--- src/rtl/counter_monitor.sv ---
// counter_monitor: cycle-accurate shadow model of an up/down/load counter that flags Q, rco and load mismatches.
// Optional macro MON_RESYNC_EN: after a Q mismatch the model re-baselines on the observed Q.
module counter_monitor #(
    parameter int WIDTH     = 4,
    parameter int ERR_LIMIT = 8
) (
    input  logic             clk,
    input  logic             reset,
    input  logic             enable,
    input  logic [1:0]       mode,
    input  logic [WIDTH-1:0] D,
    input  logic [WIDTH-1:0] Q,
    input  logic             rco,
    input  logic             load,
    output logic             err_q,
    output logic             err_rco,
    output logic             err_load,
    output logic             err_sticky,
    output logic [7:0]       err_count,
    output logic [1:0]       mon_state
);

    typedef enum logic [1:0] {
        IDLE  = 2'b00,
        ARM   = 2'b01,
        TRACK = 2'b10,
        FAULT = 2'b11
    } state_t;

    localparam logic [WIDTH:0] ONE   = {{WIDTH{1'b0}}, 1'b1};
    localparam logic [WIDTH:0] THREE = {{(WIDTH-1){1'b0}}, 2'b11};
    localparam logic [7:0]     LIMIT = ERR_LIMIT[7:0];

    state_t           state;
    logic [WIDTH-1:0] exp_q;
    logic             exp_rco;
    logic             exp_load;

    logic             q_mis, rco_mis, load_mis, any_mis;
    logic [WIDTH-1:0] base;
    logic [WIDTH:0]   wide;
    logic [WIDTH-1:0] pred_q;
    logic             pred_rco, pred_load;
    logic [7:0]       cnt_inc;

    assign mon_state = state;

    assign q_mis    = (Q != exp_q);
    assign rco_mis  = (rco != exp_rco);
    assign load_mis = (load != exp_load);
    assign any_mis  = q_mis | rco_mis | load_mis;
    assign cnt_inc  = (err_count == 8'hFF) ? err_count : err_count + 8'd1;

    // In ARM the counter has already taken one step past the value loaded in IDLE,
    // so the first prediction is built on the Q seen at that edge.
    always_comb begin
        base = exp_q;
        if (state == ARM) begin
            base = Q;
        end
`ifdef MON_RESYNC_EN
        else if (q_mis) begin
            base = Q;
        end
`endif
    end

    // rco is the carry/borrow bit of the (WIDTH+1)-bit step.
    always_comb begin
        wide      = {1'b0, base};
        pred_q    = base;
        pred_rco  = 1'b0;
        pred_load = 1'b0;
        if (enable) begin
            case (mode)
                2'b00: begin
                    wide     = {1'b0, base} + THREE;
                    pred_q   = wide[WIDTH-1:0];
                    pred_rco = wide[WIDTH];
                end
                2'b01: begin
                    wide     = {1'b0, base} - ONE;
                    pred_q   = wide[WIDTH-1:0];
                    pred_rco = wide[WIDTH];
                end
                2'b10: begin
                    wide     = {1'b0, base} + ONE;
                    pred_q   = wide[WIDTH-1:0];
                    pred_rco = wide[WIDTH];
                end
                default: begin
                    pred_q    = D;
                    pred_load = 1'b1;
                end
            endcase
        end
    end

    always_ff @(posedge clk or posedge reset) begin
        if (reset) begin
            state      <= IDLE;
            exp_q      <= '0;
            exp_rco    <= 1'b0;
            exp_load   <= 1'b0;
            err_q      <= 1'b0;
            err_rco    <= 1'b0;
            err_load   <= 1'b0;
            err_sticky <= 1'b0;
            err_count  <= 8'd0;
        end else begin
            err_q    <= 1'b0;
            err_rco  <= 1'b0;
            err_load <= 1'b0;
            case (state)
                IDLE: begin
                    exp_q    <= Q;
                    exp_rco  <= 1'b0;
                    exp_load <= 1'b0;
                    state    <= ARM;
                end
                ARM: begin
                    exp_q    <= pred_q;
                    exp_rco  <= pred_rco;
                    exp_load <= pred_load;
                    state    <= TRACK;
                end
                TRACK: begin
                    exp_q    <= pred_q;
                    exp_rco  <= pred_rco;
                    exp_load <= pred_load;
                    err_q    <= q_mis;
                    err_rco  <= rco_mis;
                    err_load <= load_mis;
                    if (any_mis) begin
                        err_sticky <= 1'b1;
                        err_count  <= cnt_inc;
                        if (cnt_inc >= LIMIT) begin
                            state <= FAULT;
                        end
                    end
                end
                FAULT: begin
                    state <= FAULT;
                end
                default: begin
                    state <= IDLE;
                end
            endcase
        end
    end

endmodule
--- config.mk ---
export PLATFORM = sky130hd
export DESIGN_NAME = counter_monitor
export DESIGN_NICKNAME = d
export VERILOG_FILES = /design/src/rtl/counter_monitor.sv
export SDC_FILE = /design/constraint.sdc
export NUM_CORES = 1
export LEC_CHECK = 0
export ABC_CLOCK_PERIOD_IN_PS = 5600
export CAP_MARGIN = 30
export CORE_MARGIN = 10
export CORE_UTILIZATION = 34
export CTS_CLUSTER_DIAMETER = 100
export CTS_CLUSTER_SIZE = 12
export DETAILED_ROUTE_END_ITERATION = 10
export PLACE_DENSITY = 0.59
export SETUP_SLACK_MARGIN = 0.02
export SLEW_MARGIN = 10
export SYNTH_ARGS = -nofsm -noshare
export SYNTH_HDL_FRONTEND = slang
export SYNTH_SLANG_ARGS = --single-unit
--- constraint.sdc ---
create_clock -name clk -period 5.6 [get_ports clk]
set_clock_uncertainty 0.2 [all_clocks]
set_input_delay 1.12 -clock clk [delete_from_list [all_inputs] [get_ports clk]]
set_output_delay 1.12 -clock clk [all_outputs]
set_load 0.1 [all_outputs]
==> results.md, run 1 <==
- Outcome: complete, no violations
- Async SR Flop Fraction: 100%
- Vias in the first global route: 1102
- Clk root buf: clkbuf_8
- DRT iter0 DRCs: 68
- Final hold violation count: 0
- Hold path startpoint: err_sticky
- ANT nets after route: 0
- Worst slew pin tran: 974 ps
- Synth unique cells: 42
- DP HPWL: 2.37 mm
- Via count: 1149
- Cell family with most CP delay: buffers and inverters
- Post-synthesis sequential area ratio: 36.4%
- Ys Warns: 0
- Site row count: 23
- Avg Cell Area, Syn: 9.22 sq um
- Relative slew slack: 34.8%
- # clock sinks: 20
- Most used DFF post-synth: dfrtp_1
- Setup crit start: err_count[4]
- Post-route cell area: 1730 sq um
- Placed cell areas: 1680 sq um
- Fillers: 361
- RePlAce Congestion: 0.878
- Footprint of the multi-input gates: 800 sq um
- CP Max Fanout: 10
- WL/cell: 13.5 microns
- DR vias/cell: 5.18
- # hold bufs at CTS: 0
- Reg2reg start: mon_state[1]
- Synthesized cell area: 1370 sq um
- Post-CTS sizing: 0
- Setup TNS Final: 0 ps
- Worst vdd ir: 0.0000786 V
- Slew Limit Fails: 0
- Post-Synthesis Cells: 149
- First-pass GRT wire length: 5.13 mm
- HP Class: reg -> reg
- Antenna diodes: 0
- Cts bufs inserted: 3
- Clk_lat worst skew: 250 ps
- Tmin final: 3260 ps
- Ports: 29
- Share of cells above drive strength 1: 5.23%
- H-tree levels: 1
- Clock-pin slew on the worst setup and hold paths: 70 ps
- DIE HEIGHT: 83.6 microns
- Net Count, Synth: 172
- Post-CTS Setup Inserts: 0
- Die area: 6980 sq um
- CP Cell Sequence: clkdlybuf4s50_1
- Fmax: 306 MHz
- Post-synth EDFFs: 0
- Largest net degree at the start of global routing: 21
- Core area: 3940 sq um
- CTS tree: yes
- Drc violations: 0
- Final core occ: 43.9%
- Area occupied by registers: 500 sq um
- Placed insts: 218
- Number of synthesized register bits: 20
- Initial antenna violation count: 0
- CP Capture Type: output pin
- Final setup violation count: 0
- Buf+Inv Stages, Crit Path: 1
- Final cell count without fillers: 222
- Period utilization: 58.3%
- Final net count: 196
- CP Class: reg -> out
- Die width: 83.6 microns
- IO Port Bufs: 28
- Congestion Overflow GR: 0
- Max cap viols: 0
- Routed Wire Length: 3.01 mm
- Startpoint Class: flip-flop
- Lkg Pwr: 0.000755 uW
- Critical path's slowest cell: clkdlybuf4s50_1
- PD cells: 166 nW/um^2
- Layout area overhead: 26.0%
- Worst endpoint required time: 4280 ps
- CTS max path bufs: 2
- Crit path DAT: 1940 ps
- Initial Util: 34.8%
- RSZ-0062 raised after global routing: no
- First-pass DRT Iterations: 4
- Global Route Usage Sum: 8.41%
- Worst stage delay on the critical path: 1200 ps
-- final timing paths --
kind | end | slack (ps) | cells past startpoint
max in group asynchronous | mon_state[1] | 3640 | 2
min in group asynchronous | err_count[3] | 1090 | 2
max reg2reg | exp_q[1] | 3010 | 9
max | err_count[4] | 2340 | 1
min reg2reg | err_sticky | 280 | 1
min | err_sticky | 280 | 1
-- placed cells by master, fill, tap and decap left out, types with 2 or more instances in the layout --
master / instances
o21ai_0: 3
and3_1: 7
mux2i_1: 6
xor2_1: 4
nand3_1: 8
nor2_1: 6
nand4_1: 6
and2_1: 3
xnor2_1: 11
a211oi_1: 2
a21oi_1: 8
clkbuf_8: 4
ha_1: 8
a41oi_1: 2
inv_1: 8
nand2_1: 12
o2111ai_1: 2
clkdlybuf4s50_1: 28
mux2i_2: 3
dfrtp_1: 20
-- cells in the mapped netlist, drive strengths merged, types with 2 or more instances --
cell	n	area, sq um
a211oi	2	15.0
a21oi	8	40.0
a41oi	2	17.5
and2	3	18.8
and3	7	43.8
buf	3	17.5
clkbuf	6	22.5
dfrtp	20	500
ha	8	100
inv	9	33.8
mux2i	9	101
nand2	12	45.0
nand3	8	40.0
nand4	6	37.5
nor2	6	22.5
o2111ai	2	17.5
o21ai	4	20.0
xnor2	11	96.3
xor2	4	35.0
-- per-stage QoR --
stage          hold slack (ps)  setup slack (ps)  total power, uW
3_3_place_gp               249              2350              183
6_report                   282              2340              287
4_1_cts                    296              2330              291
5_1_grt                    330              2280              302
2_1_floorplan              259              2610              168
3_5_place_dp               280              2360              183
-- metal layers --
layer / wire length (microns) / up-vias / track usage [%]
li1: - / 580 / -
met1: 1350 / 528 / 10.2
met2: 1430 / 39 / 14.0
met3: 193 / 2 / 1.66
met4: 31 / 0 / 3.65
met5: 0 / - / 0
-- report_power, final --
group | switching [uW] | total [uW] | internal [uW] | leakage [uW]
sequential | 0.898 | 146 | 145 | 0.000254
combinational | 17.1 | 34.1 | 17.1 | 0.000472
clock | 44.7 | 107 | 62.4 | 0.0000288
-- state kept, by name, summed over array words and instances (netlist names) --
signal,cells
err_count,8
exp_q,4
mon_state,2
err_load,1
err_q,1
err_rco,1
err_sticky,1
exp_load,1
exp_rco,1
-- final cells by class --
| class | count | area share [%] |
|---|---|---|
| multi-input combinational | 111 | 46.2 |
| sequential | 20 | 28.9 |
| timing repair buffer | 28 | 16.2 |
| tap | 50 | 3.61 |
| clock buffer | 4 | 3.18 |
| inverter | 9 | 1.95 |
-- cell families after synthesis --
logic type,share of synthesized area [%]
and+or+nand+nor,18.3
DFF,36.4
muxes,8.20
AOI/OAI and AO/OA,14.0
adders and majority gates,8.11
buffers and inverters,5.37
xor gates and xnor gates,9.56
Note: power is estimated with default switching activity, not from simulation.
==> run 2, diff against run 1 <==
Settings changed: ABC_CLOCK_PERIOD_IN_PS 5600 to 2700, PLACE_DENSITY 0.59 to 0.61.
Clock period 5.6 ns to 2.7 ns, I/O delays scaled along.
==> results.md, run 2 (synthesis results as in run 1) <==
- Largest net degree at the start of global routing: 13 (was 21)
- Startpoint Class: primary input (was flip-flop)
- Most frequent cells in the layout: dfrtp_1, buf_4, clkdlybuf4s50_1 (was clkdlybuf4s50_1, dfrtp_1, nand2_1)
- Site row count: 23 (unchanged)
- Ports: 29 (unchanged)
- Final setup violation count: 0 (unchanged)
- Routed Wire Length: 3.19 mm (was 3.01 mm)
- Vias in the first global route: 1193 (was 1102)
- Crit path DAT: 2370 ps (was 1940 ps)
- Outcome: complete, no violations (unchanged)
- CTS max path bufs: 2 (unchanged)
- Post-route cell area: 1750 sq um (was 1730 sq um)
- Final hold violation count: 0 (unchanged)
- Layout area overhead: 27.0% (was 26.0%)
- Fillers: 386 (was 361)
- Final net count: 199 (was 196)
- Footprint of the multi-input gates: 823 sq um (was 800 sq um)
- Antenna diodes: 0 (unchanged)
- Largest register FFs: 8 (unchanged)
- PD cells: 346 nW/um^2 (was 166 nW/um^2)
- Post-CTS Setup Inserts: 0 (unchanged)
- First-pass DRT Iterations: 4 (unchanged)
- Via count: 1186 (was 1149)
- H-tree levels: 1 (unchanged)
- DP HPWL: 2.60 mm (was 2.37 mm)
- Worst endpoint required time: 2640 ps (was 4280 ps)
- Slew Limit Fails: 0 (unchanged)
- IO Port Bufs: 28 (unchanged)
- Clk_lat worst skew: 260 ps (was 250 ps)
- ANT nets after route: 0 (unchanged)
- Clk root buf: clkbuf_8 (unchanged)
- WL/cell: 14.2 microns (was 13.5 microns)
- DIE HEIGHT: 83.6 microns (unchanged)
- Max cap viols: 0 (unchanged)
- Lkg Pwr: 0.000795 uW (was 0.000755 uW)
- Total power draw: 603 uW (was 287 uW)
- HP Class: reg -> reg (unchanged)
- Drc violations: 0 (unchanged)
- Period utilization: 89.8%
- Relative slew slack: 65.2% (was 34.8%)
- Reg-to-reg slack, setup: 280 ps (was 3010 ps)
- Worst stage delay on the critical path: 580 ps (was 1200 ps)
- Biggest register: err_count (unchanged)
- Die width: 83.6 microns (unchanged)
- Commonest non-fill, non-tap cell in the layout: dfrtp_1 (was clkdlybuf4s50_1)
- Worst slew pin tran: 512 ps (was 974 ps)
- RSZ-0062 raised after global routing: no (unchanged)
- Cts bufs inserted: 3 (unchanged)
- Worst vdd ir: 0.000162 V (was 0.0000786 V)
- Placed insts: 221 (was 218)
- Cell family with most CP delay: buffers and inverters (unchanged)
- CP Max Fanout: 11 (was 10)
- CP Capture Type: flip-flop (was output pin)
- Tmin final: 2420 ps
- Congestion Overflow GR: 0 (unchanged)
- First-pass GRT wire length: 5.53 mm (was 5.13 mm)
- Critical path's slowest cell: clkdlybuf4s50_1 (unchanged)
- Final core occ: 44.3% (was 43.9%)
- Initial Util: 34.8% (unchanged)
- DRT iter0 DRCs: 46 (was 68)
- # clock sinks: 20 (unchanged)
- CP Cell Sequence: clkdlybuf4s50_1 -> xnor2_1 -> nand4_1 -> o31a_1 -> nand2_1 -> mux2_1 (was clkdlybuf4s50_1)
- CP Class: in -> reg (was reg -> out)
- Global Route Usage Sum: 9.18% (was 8.41%)
- RePlAce Congestion: 0.882 (was 0.878)
- Post-CTS sizing: 0 (unchanged)
- Clock-pin slew on the worst setup and hold paths: 80 ps (was 70 ps)
- # hold bufs at CTS: 0 (unchanged)
- Core area: 3940 sq um (unchanged)
- Area occupied by registers: 503 sq um (was 500 sq um)
- Die area: 6980 sq um (unchanged)
- Initial antenna violation count: 0 (unchanged)
- Buf+Inv Stages, Crit Path: 1 (unchanged)
- Share of cells above drive strength 1: 17.1% (was 5.23%)
- Fmax: 413 MHz
- Placed cell areas: 1670 sq um (was 1680 sq um)
- DR vias/cell: 5.27 (was 5.18)
- Final cell count without fillers: 225 (was 222)
- CTS tree: yes (unchanged)
## run 2: changes by cell type in the layout (fill, tap and decap cells not counted)
cell,previous run,this run
buf_4,0,17
clkdlybuf4s50_1,28,14
dfrtp_1,20,18
dfrtp_2,0,2
mux2i_4,0,2
ha_1,8,7
ha_2,0,1
mux2i_1,6,5
mux2i_2,3,2
## run 2: metrics by stage
step | hold slack (ps) | setup WS, ps | TNS (ps)
CTS | 294 | 101 | 0
global placement | 264 | -12.3 | -12.3
global route | 316 | 84.8 | 0
detailed placement | 278 | -30.2 | -43.1
floorplan | 259 | 41.9 | 0
finish | 282 | 276 | 0
## run 2: path summary, 6_finish.rpt
check / end / startpoint / cells past startpoint
worst max-delay path: err_count[1] / Q[1] / 6
worst min-delay path: err_sticky / err_sticky / 1
worst max register to register: exp_q[3] / mon_state[1] / 8
worst min register to register: err_sticky / err_sticky / 1
max in group asynchronous: mon_state[0] / reset / 3
min in group asynchronous: err_count[2] / reset / 2
## run 2: layer usage
layer | part of all wire [%] | up-vias | track usage (%)
met1 | 44 | 556 | 10.1
met3 | 7.1 | 2 | 3.32
met2 | 49 | 44 | 16.0
met5 | 0 | - | 0
li1 | - | 584 | -
met4 | 0.47 | 0 | 2.74
## run 2: area by class of cell
cell class	instances	share of cell area [%]
flip-flops and latches	20	28.8
repair buffers	31	15.3
well taps	50	3.58
clock buffers	4	3.15
multi-input cells	111	47.2
inverters	9	1.94
## run 2: report_power, final
group | switching (uW) | total, uW | internal [uW] | leakage, uW
registers | 2.73 | 304 | 301 | 0.000254
logic | 37.0 | 75.5 | 38.5 | 0.000513
clock network | 94.6 | 224 | 130 | 0.0000288
total | 134 | 603 | 469 | 0.000795
